`src/rtl/monitor_timing_rx_if.sv`:
```
// Monitor/timer bus bundle for monitor_timing_rx.
//   Timer -> monitor : MT[11:0] (MT01..MT12 one-hot), MGOJAM
//   Host  -> monitor : HALT_REQ, STEP_REQ, RUN_REQ, RSTRT_REQ (1-cycle pulses), CLR_ERR
//   Monitor outputs  : MSTP, MSTRTP (to timer), TP_NUM, MCT_CNT, GOJAM_CNT, HALTED, BUSY, ERR
// slave modport is the monitor itself; master is the host/timer side.
interface monitor_timing_rx_if #(
  parameter int unsigned CNT_W = 16
);
  logic [11:0]      MT;
  logic             MGOJAM;
  logic             HALT_REQ;
  logic             STEP_REQ;
  logic             RUN_REQ;
  logic             RSTRT_REQ;
  logic             CLR_ERR;
  logic             MSTP;
  logic             MSTRTP;
  logic [3:0]       TP_NUM;
  logic [CNT_W-1:0] MCT_CNT;
  logic [7:0]       GOJAM_CNT;
  logic             HALTED;
  logic             BUSY;
  logic [2:0]       ERR;

  modport master (
    output MT, MGOJAM, HALT_REQ, STEP_REQ, RUN_REQ, RSTRT_REQ, CLR_ERR,
    input  MSTP, MSTRTP, TP_NUM, MCT_CNT, GOJAM_CNT, HALTED, BUSY, ERR
  );

  modport slave (
    input  MT, MGOJAM, HALT_REQ, STEP_REQ, RUN_REQ, RSTRT_REQ, CLR_ERR,
    output MSTP, MSTRTP, TP_NUM, MCT_CNT, GOJAM_CNT, HALTED, BUSY, ERR
  );
endinterface

```
`src/rtl/monitor_timing_rx.sv`:
```
// Monitor-side receiver for the timer's MT01..MT12 timepulse lines and MGOJAM.
// Decodes the current timepulse (TP_NUM, 2 cycles after MT changes), checks
// T01->T12 sequencing, counts MCTs (T12->T01) and GOJAM rises, and runs the
// halt / single-step / restart handshake through MSTP and MSTRTP.
// Ports: SIM_CLK (sole clock), SIM_RST (sync, active-low), bus (slave modport,
// see monitor_timing_rx_if). ERR is sticky: [0] multi-hot MT, [1] out-of-order
// pulse, [2] GOJAM timeout after a restart.
module monitor_timing_rx #(
  parameter int unsigned STALL_LIMIT   = 64,
  parameter int unsigned GOJAM_TIMEOUT = 1024,
  parameter int unsigned MSTRTP_LEN    = 4,
  parameter int unsigned CNT_W         = 16
) (
  input  logic                SIM_CLK,
  input  logic                SIM_RST,
  monitor_timing_rx_if.slave  bus
);

  localparam int unsigned STALL_W = $clog2(STALL_LIMIT + 1);
  localparam int unsigned TMO_W   = $clog2(GOJAM_TIMEOUT + MSTRTP_LEN + 1);

  typedef enum logic [2:0] {
    ST_RUN, ST_ARMED, ST_HALTED, ST_STEP, ST_RESTART
  } state_e;

  state_e             state_q, state_d;
  logic [11:0]        mt_q, mt_d;
  logic               mgojam_q, mgojam_d;
  logic               mgojam_dly_q, mgojam_dly_d;
  logic [3:0]         tp_q, tp_d;
  logic               synced_q, synced_d;
  logic [CNT_W-1:0]   mct_q, mct_d;
  logic [7:0]         gj_q, gj_d;
  logic [2:0]         err_q, err_d;
  logic [STALL_W-1:0] stall_q, stall_d;
  logic [TMO_W-1:0]   rcnt_q, rcnt_d;
  logic               mstp_q, mstp_d;
  logic               mstrtp_q, mstrtp_d;

  logic [3:0] hot_cnt;
  logic [3:0] hot_idx;
  logic [3:0] tp_succ;
  logic       gojam_rise;
  logic       tp_chg;
  logic       err_multi, err_seq, err_tmo;

  // Timepulse decode operates on the registered MT copy.
  always_comb begin
    mt_d         = bus.MT;
    mgojam_d     = bus.MGOJAM;
    mgojam_dly_d = mgojam_q;
    hot_cnt      = '0;
    hot_idx      = '0;
    for (int unsigned i = 0; i < 12; i++) begin
      if (mt_q[i]) begin
        hot_cnt = hot_cnt + 4'd1;
        hot_idx = 4'(i + 1);
      end
    end
    tp_succ    = (tp_q == 4'd12) ? 4'd1 : tp_q + 4'd1;
    gojam_rise = mgojam_q & ~mgojam_dly_q;
    tp_d       = tp_q;
    synced_d   = synced_q;
    mct_d      = mct_q;
    err_multi  = (hot_cnt > 4'd1);
    err_seq    = 1'b0;
    if (mgojam_q) begin
      tp_d     = '0;
      synced_d = 1'b0;
    end else if (hot_cnt == 4'd1) begin
      if (synced_q && hot_idx != tp_q && hot_idx != tp_succ) err_seq = 1'b1;
      if (synced_q && tp_q == 4'd12 && hot_idx == 4'd1) mct_d = mct_q + CNT_W'(1);
      tp_d     = hot_idx;
      synced_d = 1'b1;
    end
    gj_d   = (gojam_rise && gj_q != 8'hFF) ? gj_q + 8'd1 : gj_q;
    tp_chg = (tp_d != tp_q);
  end

  // Handshake FSM. MSTP/MSTRTP are registered and derived from the next state
  // so a reset edge clears them together with the state.
  always_comb begin
    state_d = state_q;
    stall_d = stall_q;
    rcnt_d  = rcnt_q;
    err_tmo = 1'b0;
    unique case (state_q)
      ST_RUN: begin
        if (bus.RSTRT_REQ) begin
          state_d = ST_RESTART;
          rcnt_d  = '0;
        end else if (bus.HALT_REQ) begin
          state_d = ST_ARMED;
          stall_d = '0;
        end
      end
      ST_ARMED: begin
        if (bus.RUN_REQ) begin
          state_d = ST_RUN;
        end else if (tp_chg) begin
          stall_d = '0;
        end else begin
          stall_d = stall_q + STALL_W'(1);
          if (stall_d == STALL_W'(STALL_LIMIT)) state_d = ST_HALTED;
        end
      end
      ST_HALTED: begin
        if (bus.RSTRT_REQ) begin
          state_d = ST_RESTART;
          rcnt_d  = '0;
        end else if (bus.RUN_REQ) begin
          state_d = ST_RUN;
        end else if (bus.STEP_REQ) begin
          state_d = ST_STEP;
        end
      end
      ST_STEP: begin
        if (bus.RUN_REQ) begin
          state_d = ST_RUN;
        end else if (tp_chg) begin
          state_d = ST_ARMED;
          stall_d = '0;
        end
      end
      ST_RESTART: begin
        if (gojam_rise) begin
          state_d = ST_RUN;
        end else if (rcnt_q == TMO_W'(GOJAM_TIMEOUT - 1)) begin
          err_tmo = 1'b1;
          state_d = ST_RUN;
        end else begin
          rcnt_d = rcnt_q + TMO_W'(1);
        end
      end
      default: state_d = ST_RUN;
    endcase

    unique case (state_d)
      ST_ARMED, ST_HALTED: mstp_d = 1'b1;
      ST_RESTART:          mstp_d = mstp_q;
      default:             mstp_d = 1'b0;
    endcase
    mstrtp_d = (state_d == ST_RESTART) && (rcnt_d < TMO_W'(MSTRTP_LEN));

    // A fresh error in the clearing cycle survives the clear.
    err_d = (bus.CLR_ERR ? 3'b000 : err_q) | {err_tmo, err_seq, err_multi};
  end

  always_ff @(posedge SIM_CLK) begin
    if (!SIM_RST) begin
      state_q      <= ST_RUN;
      mt_q         <= '0;
      mgojam_q     <= 1'b0;
      mgojam_dly_q <= 1'b0;
      tp_q         <= '0;
      synced_q     <= 1'b0;
      mct_q        <= '0;
      gj_q         <= '0;
      err_q        <= '0;
      stall_q      <= '0;
      rcnt_q       <= '0;
      mstp_q       <= 1'b0;
      mstrtp_q     <= 1'b0;
    end else begin
      state_q      <= state_d;
      mt_q         <= mt_d;
      mgojam_q     <= mgojam_d;
      mgojam_dly_q <= mgojam_dly_d;
      tp_q         <= tp_d;
      synced_q     <= synced_d;
      mct_q        <= mct_d;
      gj_q         <= gj_d;
      err_q        <= err_d;
      stall_q      <= stall_d;
      rcnt_q       <= rcnt_d;
      mstp_q       <= mstp_d;
      mstrtp_q     <= mstrtp_d;
    end
  end

  assign bus.MSTP      = mstp_q;
  assign bus.MSTRTP    = mstrtp_q;
  assign bus.TP_NUM    = tp_q;
  assign bus.MCT_CNT   = mct_q;
  assign bus.GOJAM_CNT = gj_q;
  assign bus.HALTED    = (state_q == ST_HALTED);
  assign bus.BUSY      = (state_q == ST_ARMED) || (state_q == ST_STEP) || (state_q == ST_RESTART);
  assign bus.ERR       = err_q;

endmodule

```
`src/flat_wrapper.sv`:
```
// flat-port wrapper written by rule: the top's interface ports become plain ports
module monitor_timing_rx_flat 
#(
  parameter int unsigned STALL_LIMIT   = 64,
  parameter int unsigned GOJAM_TIMEOUT = 1024,
  parameter int unsigned MSTRTP_LEN    = 4,
  parameter int unsigned CNT_W         = 16
)
  (SIM_CLK, SIM_RST, bus_MT, bus_MGOJAM, bus_HALT_REQ, bus_STEP_REQ, bus_RUN_REQ, bus_RSTRT_REQ, bus_CLR_ERR, bus_MSTP, bus_MSTRTP, bus_TP_NUM, bus_MCT_CNT, bus_GOJAM_CNT, bus_HALTED, bus_BUSY, bus_ERR);
  monitor_timing_rx_if #(.CNT_W(CNT_W)) bus_i ();
  input  logic SIM_CLK;
  input  logic SIM_RST;
  input wire logic [$bits(bus_i.MT)-1:0] bus_MT;
  input wire logic [$bits(bus_i.MGOJAM)-1:0] bus_MGOJAM;
  input wire logic [$bits(bus_i.HALT_REQ)-1:0] bus_HALT_REQ;
  input wire logic [$bits(bus_i.STEP_REQ)-1:0] bus_STEP_REQ;
  input wire logic [$bits(bus_i.RUN_REQ)-1:0] bus_RUN_REQ;
  input wire logic [$bits(bus_i.RSTRT_REQ)-1:0] bus_RSTRT_REQ;
  input wire logic [$bits(bus_i.CLR_ERR)-1:0] bus_CLR_ERR;
  output wire logic [$bits(bus_i.MSTP)-1:0] bus_MSTP;
  output wire logic [$bits(bus_i.MSTRTP)-1:0] bus_MSTRTP;
  output wire logic [$bits(bus_i.TP_NUM)-1:0] bus_TP_NUM;
  output wire logic [$bits(bus_i.MCT_CNT)-1:0] bus_MCT_CNT;
  output wire logic [$bits(bus_i.GOJAM_CNT)-1:0] bus_GOJAM_CNT;
  output wire logic [$bits(bus_i.HALTED)-1:0] bus_HALTED;
  output wire logic [$bits(bus_i.BUSY)-1:0] bus_BUSY;
  output wire logic [$bits(bus_i.ERR)-1:0] bus_ERR;
  assign bus_i.MT = bus_MT;
  assign bus_i.MGOJAM = bus_MGOJAM;
  assign bus_i.HALT_REQ = bus_HALT_REQ;
  assign bus_i.STEP_REQ = bus_STEP_REQ;
  assign bus_i.RUN_REQ = bus_RUN_REQ;
  assign bus_i.RSTRT_REQ = bus_RSTRT_REQ;
  assign bus_i.CLR_ERR = bus_CLR_ERR;
  assign bus_MSTP = bus_i.MSTP;
  assign bus_MSTRTP = bus_i.MSTRTP;
  assign bus_TP_NUM = bus_i.TP_NUM;
  assign bus_MCT_CNT = bus_i.MCT_CNT;
  assign bus_GOJAM_CNT = bus_i.GOJAM_CNT;
  assign bus_HALTED = bus_i.HALTED;
  assign bus_BUSY = bus_i.BUSY;
  assign bus_ERR = bus_i.ERR;
  monitor_timing_rx #(.STALL_LIMIT(STALL_LIMIT), .GOJAM_TIMEOUT(GOJAM_TIMEOUT), .MSTRTP_LEN(MSTRTP_LEN), .CNT_W(CNT_W)) u_core (.SIM_CLK(SIM_CLK), .SIM_RST(SIM_RST), .bus(bus_i));
endmodule
```
`config.mk`:
```
export PLATFORM = sky130hd
export DESIGN_NAME = monitor_timing_rx_flat
export DESIGN_NICKNAME = d
export VERILOG_FILES = /design/src/rtl/monitor_timing_rx_if.sv /design/src/rtl/monitor_timing_rx.sv /design/src/flat_wrapper.sv
export SDC_FILE = /design/constraint.sdc
export NUM_CORES = 1
export LEC_CHECK = 0
export ABC_AREA = 1
export BUFFER_PORTS_ARGS = -buffer_cell sky130_fd_sc_hd__buf_2
export CAP_MARGIN = 15
export CORE_ASPECT_RATIO = 0.6
export CORE_MARGIN = 2
export CORE_UTILIZATION = 55
export DETAILED_ROUTE_END_ITERATION = 10
export PLACE_DENSITY = 0.75
export SETUP_SLACK_MARGIN = 0.4
export SLEW_MARGIN = 20
export SYNTH_ARGS = -nofsm -noshare
export SYNTH_HDL_FRONTEND = slang
export SYNTH_SLANG_ARGS = --single-unit
```
`constraint.sdc`:
```
create_clock -name SIM_CLK -period 7.69 [get_ports SIM_CLK]
set_clock_uncertainty 0.2 [all_clocks]
set_input_delay 1.538 -clock SIM_CLK [delete_from_list [all_inputs] [get_ports SIM_CLK]]
set_output_delay 1.538 -clock SIM_CLK [all_outputs]
set_load 0.01 [all_outputs]
```
-- After elaboration in Yosys (flattened, before gate mapping)
Cells that the tools add are included.
- add/sub/neg operators: 16
- magnitude comparators: 2
- eq/ne operators: 21
- muxes and demuxes: 58
- bitwise logic cells: 5
- reductions and logical operators: 15
- operator list (cell ; count):
    4-bit two-way mux ; 19
    3-bit two-way mux ; 17
    4-bit by 1-bit adder with 4-bit output (second input constant) ; 11
    7-bit two-way mux ; 6
    11-bit two-way mux ; 3
    11-bit case mux with 2 select lines ; 1
    7-bit case mux with 3 select lines ; 1
    16-bit by 1-bit adder with 16-bit output (second input constant) ; 1
    3-bit case mux with 5 select lines ; 1
    4-bit != test ; 3
    11-bit by 1-bit adder with 11-bit output (second input constant) ; 1
    11-bit by 10-bit equality test with 1-bit output (second input constant) ; 1
    11-bit by 3-bit less-than comparator with 1-bit output (second input constant) ; 1
    3-bit by 2-bit equality test with 1-bit output (second input constant) ; 3
    8-bit by 1-bit adder with 8-bit output (second input constant) ; 1
    4-bit by 1-bit equality test with 1-bit output (second input constant) ; 2
    2-bit != test (second input constant) ; 4
    8-bit != test (second input constant) ; 1
    7-bit by 1-bit adder with 7-bit output (second input constant) ; 1
    7-bit equality test (second input constant) ; 1
    1-bit two-way mux ; 7
    3-bit by 1-bit equality test with 1-bit output (second input constant) ; 2
    3-bit equality test (second input constant) ; 2
    1-bit logical AND ; 6
    other kinds (15) ; 21
- register bits after elaboration: 69
- bits of input ports: 20
- output and inout port bits: 35
- word-level logic and storage cells: 130

-- Longest topological paths before layout
Gate-level depths: netlist (run 1).
- depth after elaboration: 33
- depth in mapped cells: 51

-- Least setup slack after synthesis (run 1)
Ideal clock, no wire load.
- path type: reg2reg
- start point: register u_core.mt_q[0]
- end point: register u_core.stall_q[2]
- library setup time: 0.115 ns
- arrival time: 5.740 ns
- data required time: 7.375 ns
- path slack: 1.635 ns
- stages on the path, launching flop included: 49
- clock period less this slack: 6.055 ns
- path through: dfxtp_1 > inv_1 > ha_1 > nand2_2 > inv_1 > nor2_1 > nand2_1 > nand3_1 > nand2_1 > ha_1 > or2_2 > nand2_1 > nand2_1 > nand3_1 > nand2_1 > ha_1 > or2_2 > nand2_1 > [13 not listed] > nand2_1 > inv_1 > nand2_1 > nand2_2 > nor2_4 > nand3_4 > nand2_1 > nand3_1 > nand2_1 > nand2_1 > nor2_2 > nand2_2 > inv_2 > nand2_2 > nand2_4 > inv_2 > o21ai_1 > nor2_1
- cells in the longest elaborated chain, start to end: 30
- RTL lines (what ; line ; source):
    from (decl) ; monitor_timing_rx.sv:27 ; logic [11:0] mt_q, mt_d;
    from (signal assigned) ; monitor_timing_rx.sv:166 ; mt_q <= mt_d;
    1-bit two-way mux * ; monitor_timing_rx.sv:55 ; if (mt_q[i]) begin
    1-bit by 1-bit adder with 2-bit output ; monitor_timing_rx.sv:56 ; hot_cnt = hot_cnt + 4'd1;
    4-bit two-way mux ; monitor_timing_rx.sv:55 ;
    4-bit by 1-bit adder with 4-bit output ; monitor_timing_rx.sv:56 ;
    4-bit two-way mux ; monitor_timing_rx.sv:55 ;
    4-bit by 1-bit adder with 4-bit output ; monitor_timing_rx.sv:56 ;
    4-bit two-way mux ; monitor_timing_rx.sv:55 ;
    4-bit by 1-bit adder with 4-bit output ; monitor_timing_rx.sv:56 ;
    [14 not listed] ; n/a ;
    4-bit two-way mux ; monitor_timing_rx.sv:55 ;
    4-bit by 1-bit equality test with 1-bit output ; monitor_timing_rx.sv:70 ; end else if (hot_cnt == 4'd1) begin
    4-bit two-way mux * ; monitor_timing_rx.sv:70 ;
    4-bit two-way mux * ; monitor_timing_rx.sv:67 ; if (mgojam_q) begin
    4-bit != test * ; monitor_timing_rx.sv:77 ; tp_chg = (tp_d != tp_q);
    7-bit two-way mux ; monitor_timing_rx.sv:100 ; end else if (tp_chg) begin
    7-bit two-way mux ; monitor_timing_rx.sv:98 ; if (bus.RUN_REQ) begin
    7-bit case mux with 3 select lines ; monitor_timing_rx.sv:87 ; unique case (state_q)
    to (signal assigned) ; monitor_timing_rx.sv:174 ; stall_q <= stall_d;
    to (decl) ; monitor_timing_rx.sv:35 ; logic [STALL_W-1:0] stall_q, stall_d;
Mark *: on every way between the ends. The rest lies on a longest branch, timed or not. The select of a mux whose other input is x is not followed.
A chain may end at the register's enable or synchronous reset.

-- Worst setup path in the final report (run 1)
- start point: register u_core.mt_q[1]
- end point: register u_core.stall_q[5]
- cells in the longest elaborated chain, start to end: 28
- RTL lines (what ; line):
    4-bit two-way mux ; monitor_timing_rx.sv:55
    4-bit by 1-bit adder with 4-bit output ; monitor_timing_rx.sv:56
    4-bit two-way mux ; monitor_timing_rx.sv:55
    4-bit by 1-bit adder with 4-bit output ; monitor_timing_rx.sv:56
    4-bit two-way mux ; monitor_timing_rx.sv:55
    4-bit by 1-bit adder with 4-bit output ; monitor_timing_rx.sv:56
    4-bit two-way mux ; monitor_timing_rx.sv:55
    4-bit by 1-bit adder with 4-bit output ; monitor_timing_rx.sv:56
    [12 not listed] ; n/a
    4-bit two-way mux ; monitor_timing_rx.sv:55
    4-bit by 1-bit equality test with 1-bit output ; monitor_timing_rx.sv:70
    4-bit two-way mux * ; monitor_timing_rx.sv:70
    4-bit two-way mux * ; monitor_timing_rx.sv:67
    4-bit != test * ; monitor_timing_rx.sv:77
    7-bit two-way mux ; monitor_timing_rx.sv:100
    7-bit two-way mux ; monitor_timing_rx.sv:98
    7-bit case mux with 3 select lines ; monitor_timing_rx.sv:87
Marks and branches as above.

==> flow_metrics.env, run 1 <==
export IMPL_status="finished clean"
export IMPL_p_sw_uw=381.8
export IMPL_crit_buf_inv=5
export IMPL_io_pins=55
export IMPL_cts_tree="yes"
export IMPL_p_seq_frac=0.350
export IMPL_yosys_area_top_type_share=0.2791
export IMPL_synthDistinctLibCells=45
export IMPL_muxShareOfSynthArea=0.002275
export IMPL_clkSinkCount=69
export IMPL_cpPeakStageDelay_ns=0.37
export IMPL_cts_made_buffers=9
export IMPL_crit_family="simple AND/OR/NAND/NOR gates"
export IMPL_rows=26
export IMPL_yosysWarnings=0
export IMPL_critPathSlowestCell="dfxtp_2"
export IMPL_final_nets=876
export IMPL_yosys_area_share_simple=0.4588
export IMPL_core_um2=8621
export IMPL_fillers=759
export IMPL_fin_util=0.6528
export IMPL_fin_cells=953
export IMPL_required_ns=7.67
export IMPL_die_x_um=126.5
export IMPL_synth_seq_cells=69
export IMPL_grt_max_degree=40
export IMPL_rsz0062_at_grt="false"
export IMPL_dp_hpwl_mm=9.483
export IMPL_ys_seq_area_frac=0.2791
export IMPL_ir_drop_mv=0.1251
export IMPL_finalHoldViolCount=0
export IMPL_ant_nets=0
export IMPL_clkPwrFrac=0.376
export IMPL_synth_top_family_by_area="simple AND/OR/NAND/NOR gates"
export IMPL_syn_nets=822
export IMPL_synth_avg_cell_area_um2=6.322
export IMPL_die_h_um=77.49
export IMPL_post_cts_buffers=0
export IMPL_vias=5119
export IMPL_async_flop_share=0
export IMPL_tns_ns=0
export IMPL_overflow=0
export IMPL_routed_via_density=5.371
export IMPL_synth_compound_area_frac=0.09024
export IMPL_antenna_found_initial=0
export IMPL_drtPass1Iterations=6
export IMPL_drtIter0Drc=470
export IMPL_hp_start="u_core.bus.ERR[1]"
export IMPL_switching_share=0.3430
export IMPL_synth_edf_count=0
export IMPL_maxSlewViolCount=0
export IMPL_crit_path_frequent_cell="nand2_1"
export IMPL_clock_path_buffers=2
export IMPL_antenna_cells=0
export IMPL_hold_class="flip-flop to flip-flop"
export IMPL_slew_headroom=0.3068
export IMPL_gp_congestion=0.9262
export IMPL_synth_area_leader_cell="dfxtp_1"
export IMPL_die_area_um2=9800
export IMPL_routedWlPerCell_um=12.96
export IMPL_power_density_nw_per_um2=197.7
export IMPL_cts_max_level=3
export IMPL_cap_violations=0
export IMPL_drive_above_1_share=0.1617
export IMPL_crit_fanout=9
export IMPL_pwr_share_comb=0.274
export IMPL_area_growth_pct=13.70
export IMPL_worstReg2RegStart="u_core.mt_q[1]"
export IMPL_critPathLaunch="u_core.mt_q[1]"
export IMPL_dp_cells=938
export IMPL_synthAdderAreaFrac=0.04803
export IMPL_synthFlopType="dfxtp_1"
export IMPL_rrSetupSlack_ns=1.07
export IMPL_grt_usage=0.2604
export IMPL_clock_fmax_mhz=151.1
export IMPL_fin_crit_ns=6.619
export IMPL_grt_pass1_wl_mm=21.13
export IMPL_p_int_uw=731.1
export IMPL_clk_pin_slew_worst_paths_ns=0.06
export IMPL_setup_viol=0
export IMPL_finalPower_mw=1.113
export IMPL_synth_xor_area_share=0.01744
export IMPL_start_kind="flip-flop"
export IMPL_critPathCaptureType="flip-flop"
export IMPL_synth_area_leaders="dfxtp_1 (28%), nand2_1 (15%), nand3_1 (10%)"
export IMPL_synthesis_area_um2=4950
export IMPL_drc=0
export IMPL_synth_cells=783
export IMPL_io_buffers=54
export IMPL_final_area_um2=5628
export IMPL_worstSetupPathType="flip-flop to flip-flop"
export IMPL_start_util=0.5742
export IMPL_grt_pass1_vias=4606
export IMPL_worst_slew_pin_slew_ns=1.039
export IMPL_routed_wl_mm=12.35
export IMPL_clock_latency_ns=0.34
export IMPL_min_period_over_period=0.8607
export IMPL_arrival_ns=6.59
export IMPL_post_dp_cell_area_um2=5304
export IMPL_cts_root_buf="clkbuf_16"
export IMPL_p_leak_nw=2.807
[area by class of cell]
cell class                 count  area (um2)  share of cell area
multi-input combinational    581        3077              0.5467
sequential                    69        1384              0.2459
inverter                     122       459.2             0.08159
tap                          112       140.1             0.02490
timing repair buffer          54       270.3             0.04802
clock buffer                  10       239.0             0.04246
clock inverter                 5       58.81             0.01045
[worst min-delay path, stage by stage (launching register included)]
cell and delay [ns]:
dfxtp_1 0.30, nand2_1 0.06, a21oi_1 0.05
[final timing paths]
kind	end	cells past startpoint
max	u_core.stall_q[5]	49
min	u_core.bus.ERR[1]	2
max reg2reg	u_core.stall_q[5]	49
min reg2reg	u_core.bus.ERR[1]	2
[synthesized netlist by cell type, types with 2 or more instances]
master,instances
a211oi_1,2
a21oi_1,37
a31oi_1,3
buf_2,3
clkbuf_1,5
clkinv_1,3
dfxtp_1,69
ha_1,19
inv_1,112
inv_2,6
nand2_1,204
nand2_2,12
nand2_4,10
nand3_1,100
nand3_2,10
nand3_4,3
nand3b_1,3
nand4_1,22
nor2_1,72
nor2_2,4
nor2_4,4
nor3_1,10
nor4_1,6
o21a_1,2
o21ai_0,27
o21ai_1,2
o311ai_0,2
or2_2,8
xor2_1,7
[power by group through the flow]
stage	registers [mW]	logic, mW	clock network (mW)
2_1_floorplan	0.394	0.232	0
3_3_place_gp	0.396	0.287	0
3_5_place_dp	0.397	0.295	0
4_1_cts	0.389	0.297	0.423
5_1_grt	0.392	0.347	0.439
6_report	0.390	0.305	0.419
[kinds of logic (layout without fill, tap and decap cells)]
| group | Yosys count | after routing |
|---|---|---|
| xor+xnor | 9 | 9 |
| fa+ha+maj | 19 | 19 |
| mux | 1 | 1 |
| compound gates | 81 | 81 |
| buf+inv | 133 | 191 |
| simple gates | 471 | 471 |
| flops | 69 | 69 |
[state kept, by name (all words and copies together), names as in the netlist, 3 cells and up]
signal and cells:
u_core.state_q 3, u_core.mt_q 12, u_core.bus.MCT_CNT 16, u_core.bus.TP_NUM 4, u_core.bus.GOJAM_CNT 8, u_core.rcnt_q 11
u_core.stall_q 7, u_core.bus.ERR 3
[per-stage QoR]
step	hold WS (ns)	worst slack, ns
after detailed placement	0.2507	0.8572
after global routing	0.2819	0.4694
final	0.2595	1.071
after CTS	0.2592	0.8405
after global placement	0.2505	1.048
after floorplan	0.2376	1.635
[metal layers]
layer / up-vias / track usage / wire length, um / part of all wire
met3: 7 / 0.08414 / 974 / 0.079
met1: 2272 / 0.3859 / 6429 / 0.52
met2: 196 / 0.3701 / 4875 / 0.39
met4: 0 / 0.04505 / 74 / 0.0060
met5: - / 0 / 0 / 0
li1: 2644 / - / - / -
[cells in the final DEF (no fill, tap or decap), types with 5 or more instances in the layout]
master	instances
nor4_1	6
ha_1	18
clkbuf_16	9
nor2_1	71
nand3_1	100
inv_2	6
nand3_2	10
nand4_1	22
buf_2	54
o21ai_0	25
nor3_1	10
or2_2	8
xor2_1	7
nand2_1	204
nand2_2	11
nand2_4	11
dfxtp_1	67
nor2_2	5
inv_1	112
a21oi_1	37
[timing repair]
action,4_1_cts,5_1_grt
gates resized for setup,0,8
hold buffers,0,0
setup endpoints to repair,0,18
(Power assumes the default switching activity.)
==> inputs of run 2 (changes only) <==
- CORE_UTILIZATION: 55 -> 30
- PLACE_DENSITY: 0.75 -> 0.45
==> run 2 against run 1 <==
Net effect:
- register-to-register slack better by 0.04 ns
- flip-flop and latch count stayed put
- cell area increased by 3.8%
- global-route usage down 10 points
==> flow_metrics.env, run 2 (synthesized netlist as in run 1, its figures left out) <==
export IMPL_worst_slew_pin_slew_ns=0.8102
export IMPL_mostFrequentLayoutCells="nand2_1 (201), inv_1 (112), nand3_1 (99), nor2_1 (71), dfxtp_1 (67)"
export IMPL_cts_max_level=3
export IMPL_die_h_um=103.5
export IMPL_clock_latency_ns=0.34
export IMPL_p_seq_frac=0.326
export IMPL_grt_pass1_vias=4483
export IMPL_min_period_over_period=0.8558
export IMPL_grt_max_degree=40
export IMPL_clkSinkCount=69
export IMPL_clk_pin_slew_worst_paths_ns=0.06
export IMPL_cap_violations=0
export IMPL_critPathCaptureType="flip-flop"
export IMPL_overflow=0
export IMPL_cts_made_buffers=9
export IMPL_status="finished clean"
export IMPL_p_int_uw=805.0
export IMPL_pwr_share_comb=0.261
export IMPL_cpPeakStageDelay_ns=0.36
export IMPL_maxSlewViolCount=0
export IMPL_final_nets=878
export IMPL_io_pins=55
export IMPL_grt_usage=0.1572
export IMPL_gp_congestion=0.8425
export IMPL_die_area_um2=17580
export IMPL_critPathSlowestCell="dfxtp_2"
export IMPL_start_kind="flip-flop"
export IMPL_hold_class="flip-flop to flip-flop"
export IMPL_layout_setup_ws_ns=1.109
export IMPL_crit_fanout=6
export IMPL_slew_headroom=0.4599
export IMPL_cts_tree="yes"
export IMPL_rows=36
export IMPL_rsz0062_at_grt="false"
export IMPL_routed_wl_mm=13.41
export IMPL_antenna_cells=0
export IMPL_arrival_ns=6.62
export IMPL_worstSetupPathType="flip-flop to flip-flop"
export IMPL_drive_above_1_share=0.1694
export IMPL_p_sw_uw=393.4
export IMPL_clock_path_buffers=2
export IMPL_fin_crit_ns=6.581
export IMPL_switching_share=0.3283
export IMPL_finalHoldViolCount=0
export IMPL_grt_pass1_wl_mm=21.95
export IMPL_start_util=0.3061
export IMPL_p_leak_nw=2.852
export IMPL_final_common_cell="nand2_1"
export IMPL_drc=0
export IMPL_drtIter0Drc=413
export IMPL_vias=5040
export IMPL_io_buffers=54
export IMPL_setup_viol=0
export IMPL_clock_fmax_mhz=152.0
export IMPL_cts_root_buf="clkbuf_16"
export IMPL_ir_drop_mv=0.09939
export IMPL_core_um2=16170
export IMPL_clkPwrFrac=0.414
export IMPL_routedWlPerCell_um=12.73
export IMPL_hold_ws_ns=0.2631
export IMPL_largest_reg_flops=16
export IMPL_crit_path_frequent_cell="nand2_1"
export IMPL_routed_via_density=4.786
export IMPL_antenna_found_initial=0
export IMPL_tns_ns=0
export IMPL_area_growth_pct=17.97
export IMPL_dp_hpwl_mm=10.56
export IMPL_drtPass1Iterations=5
export IMPL_die_x_um=169.8
export IMPL_required_ns=7.73
export IMPL_ant_nets=0
export IMPL_cts_hold_buf=0
export IMPL_power_density_nw_per_um2=205.2
export IMPL_pre_cts_ws_ns=0.7415
==> run 2: changes by cell type in the layout (fill, tap and decap cells not counted), sizes merged <==
| cell | change |
|---|---|
| inv | +1 |
| bufinv | +2 |
| buf | +2 |
| clkinvlp | -2 |
==> run 2: layout make-up <==
class	count	area, um2
clock inverters	6	116.4
multi-input cells	581	3094
clock buffers	10	239.0
well taps	209	261.5
repair buffers	56	285.3
fillers	1731	10330
inverters	122	459.2
flip-flops and latches	69	1384
==> run 2: metal layers <==
layer  track usage  routed length (um)  up-vias
met1        0.2428                7621     2251
met4       0.03616                 136        0
met5             0                   0        -
met2        0.2148                4949      125
met3       0.03843                 702       13
li1              -                   -     2651
==> run 2: worst paths after layout <==
path / start / endpoint / slack [ns] / cells past startpoint
setup / recovery: u_core.mt_q[0] / u_core.bus.MCT_CNT[15] / 1.11 / 46
hold / removal: u_core.mgojam_dly_d / u_core.mgojam_dly_q / 0.26 / 2
setup reg to reg: u_core.mt_q[0] / u_core.bus.MCT_CNT[15] / 1.11 / 46
hold reg to reg: u_core.mgojam_dly_d / u_core.mgojam_dly_q / 0.26 / 2
==> run 2: through the flow <==
stage	std cells	util	power (mW)	area [um2]
after floorplan	783	-	0.6261	4950
after global placement	1036	0.3360	0.6960	5433
after detailed placement	1036	0.3360	0.6969	5433
after CTS	1052	0.3579	1.201	5788
after global routing	1053	0.3611	1.276	5839
final	1053	0.3611	1.198	5839
==> run 2: timing repair <==
action	in CTS	in global routing
buffers inserted	0	1
endpoints found under the setup margin	0	20
gates resized for setup	0	13
==> run 2: critical path: cells and delay by family, from the launching register on <==
| family | cells | cell delay, ns |
|---|---|---|
| simple gates | 33 | 3.73 |
| fa+ha+maj | 5 | 1.54 |
| flops | 1 | 0.36 |
| buf+inv | 5 | 0.35 |
| compound gates | 3 | 0.32 |
==> run 2: power groups by stage <==
stage                     registers, mW  clock network (mW)  logic [mW]
after floorplan                   0.394                   0       0.232
after global placement            0.398                   0       0.298
after detailed placement          0.398                   0       0.299
after CTS                         0.390               0.510       0.301
after global routing              0.393               0.526       0.357
final                             0.390               0.496       0.312
==> inputs of run 3 (changes only) <==
- CORE_MARGIN: 2 -> 1.5
- SLEW_MARGIN: 20 -> unset
==> run 3 against run 2 <==
Net effect:
- global-route usage increased by 0.20 points
- worst setup slack lost 0.038 ns
- die area down 1.5%
- utilization shrank 0.53 points
- clock power decreased by 18%
- sequential share of layout area increased by 0.33 points
- worst hold slack worse by 0.0025 ns
- power down 7.9%
- wire length shrank 1.2%
- largest cell class unchanged
- largest power group unchanged
- highest routed layer unchanged
==> flow_metrics.env, run 3 (synthesized netlist as in run 1, its figures left out) <==
export IMPL_io_buffers=54
export IMPL_drtIter0Drc=344
export IMPL_slew_headroom=0.4824
export IMPL_cts_max_level=3
export IMPL_status="finished clean"
export IMPL_routed_via_density=4.751
export IMPL_cts_root_buf="clkbuf_16"
export IMPL_seqCellArea_um2=1383
export IMPL_antenna_cells=0
export IMPL_critPathSlowestCell="dfxtp_1"
export IMPL_largest_reg_flops=16
export IMPL_cp_num_cells=46
export IMPL_dp_hpwl_mm=10.38
export IMPL_critPathCaptureType="flip-flop"
export IMPL_start_kind="flip-flop"
export IMPL_p_leak_nw=2.814
export IMPL_crit_family="simple AND/OR/NAND/NOR gates"
export IMPL_hold_ws_ns=0.2606
export IMPL_rows=36
export IMPL_worstSetupPathType="flip-flop to flip-flop"
export IMPL_p_seq_frac=0.354
export IMPL_critPathLaunch="u_core.mt_q[1]"
export IMPL_core_um2=16170
export IMPL_vias=4998
export IMPL_multi_input_area_um2=3082
export IMPL_rrSetupSlack_ns=1.07
export IMPL_area_growth_pct=16.23
export IMPL_arrival_ns=6.65
export IMPL_finalHoldViolCount=0
export IMPL_p_sw_uw=382.2
export IMPL_clock_fmax_mhz=151.1
export IMPL_io_pins=55
export IMPL_rsz0062_at_grt="false"
export IMPL_drc=0
export IMPL_clkSinkCount=69
export IMPL_clkPwrFrac=0.368
export IMPL_cpPeakStageDelay_ns=0.37
export IMPL_min_period_over_period=0.8608
export IMPL_final_nets=878
export IMPL_grt_usage=0.1592
export IMPL_final_common_cell="nand2_1"
export IMPL_drive_above_1_share=0.1637
export IMPL_pwr_share_comb=0.278
export IMPL_ant_nets=0
export IMPL_antenna_found_initial=0
export IMPL_worst_r2r_cell_count=46
export IMPL_start_util=0.3061
export IMPL_overflow=0
export IMPL_drtPass1Iterations=7
export IMPL_gp_congestion=0.8488
export IMPL_grt_pass1_vias=4496
export IMPL_maxSlewViolCount=0
export IMPL_clock_path_buffers=2
export IMPL_fin_util=0.3558
export IMPL_switching_share=0.3462
export IMPL_tns_ns=0
export IMPL_required_ns=7.72
export IMPL_clock_latency_ns=0.33
export IMPL_fillers=1727
export IMPL_crit_buf_inv=5
export IMPL_clk_pin_slew_worst_paths_ns=0.06
export IMPL_routed_wl_mm=13.25
export IMPL_ir_drop_mv=0.09993
export IMPL_worstReg2RegStart="u_core.mt_q[1]"
export IMPL_crit_path_frequent_cell="nand2_1"
export IMPL_die_h_um=102.5
export IMPL_mostFrequentLayoutCells="nand2_1 (202), inv_1 (112), nand3_1 (100), nor2_1 (71), dfxtp_1 (68)"
export IMPL_grt_pass1_wl_mm=22.02
export IMPL_routedWlPerCell_um=12.59
export IMPL_cts_made_buffers=9
export IMPL_crit_end="u_core.bus.MCT_CNT[15]"
export IMPL_pre_cts_ws_ns=0.8144
export IMPL_p_int_uw=721.8
export IMPL_hold_class="flip-flop to flip-flop"
export IMPL_dp_cells=1036
export IMPL_power_density_nw_per_um2=191.9
export IMPL_crit_fanout=6
export IMPL_grt_max_degree=40
export IMPL_fin_cells=1052
export IMPL_cts_tree="yes"
export IMPL_final_area_um2=5753
export IMPL_cap_violations=0
export IMPL_finalPower_mw=1.104
export IMPL_die_area_um2=17300
export IMPL_setup_viol=0
export IMPL_fin_crit_ns=6.619
export IMPL_post_dp_cell_area_um2=5433
export IMPL_worstReg2RegEnd="u_core.bus.MCT_CNT[15]"
export IMPL_layout_setup_ws_ns=1.071
export IMPL_die_x_um=168.8
export IMPL_worst_slew_pin_slew_ns=0.7764
==> run 3: layout make-up <==
class	instances	share of cell area
well taps	209	0.04545
clock inverters	5	0.009134
clock buffers	10	0.03980
inverters	122	0.08003
multi-input cells	581	0.5357
flip-flops and latches	69	0.2403
repair buffers	56	0.04959
==> run 3: routing by layer <==
metal	vias up	track usage	share of wire
met5	-	0	0
met4	0	0.03640	0.0079
met3	12	0.03724	0.053
met2	123	0.2193	0.37
met1	2204	0.2447	0.57
li1	2659	-	-
==> run 3: worst min-delay path by stage <==
| stage | start | end | slack, ns | depth (start not counted) |
|---|---|---|---|---|
| after detailed placement | u_core.bus.ERR[1] | u_core.bus.ERR[1] | 0.25 | 2 |
| after global routing | u_core.bus.ERR[2] | u_core.bus.ERR[2] | 0.30 | 2 |
| after global placement | u_core.mgojam_dly_d | u_core.mgojam_dly_q | 0.25 | 2 |
| final | u_core.bus.ERR[1] | u_core.bus.ERR[1] | 0.26 | 2 |
| after CTS | u_core.bus.ERR[1] | u_core.bus.ERR[1] | 0.26 | 2 |
| after floorplan | u_core.mgojam_dly_d | u_core.mgojam_dly_q | 0.24 | 2 |
==> run 3: worst register-to-register path: cells and delay by family, from the launching register on <==
kind | cells | cell delay [ns]
AOI/OAI and AO/OA | 3 | 0.32
buffers and inverters | 5 | 0.38
adders and majority gates | 5 | 1.51
and+or+nand+nor | 33 | 3.73
DFF | 1 | 0.37
==> run 3: power groups by stage <==
stage,Clock [mW],Combinational (mW),Sequential [mW]
after CTS,0.420,0.300,0.389
after global routing,0.436,0.351,0.392
after global placement,0,0.298,0.398
after detailed placement,0,0.299,0.397
final,0.407,0.307,0.390
after floorplan,0,0.232,0.394
==> run 3: repair_timing <==
item                                    in CTS  in global routing
hold buffers                                 0                  0
buffers inserted                             0                  1
resized for setup                            0                 10
endpoints found under the hold margin        0                  0
endpoints found under the setup margin       0                 19
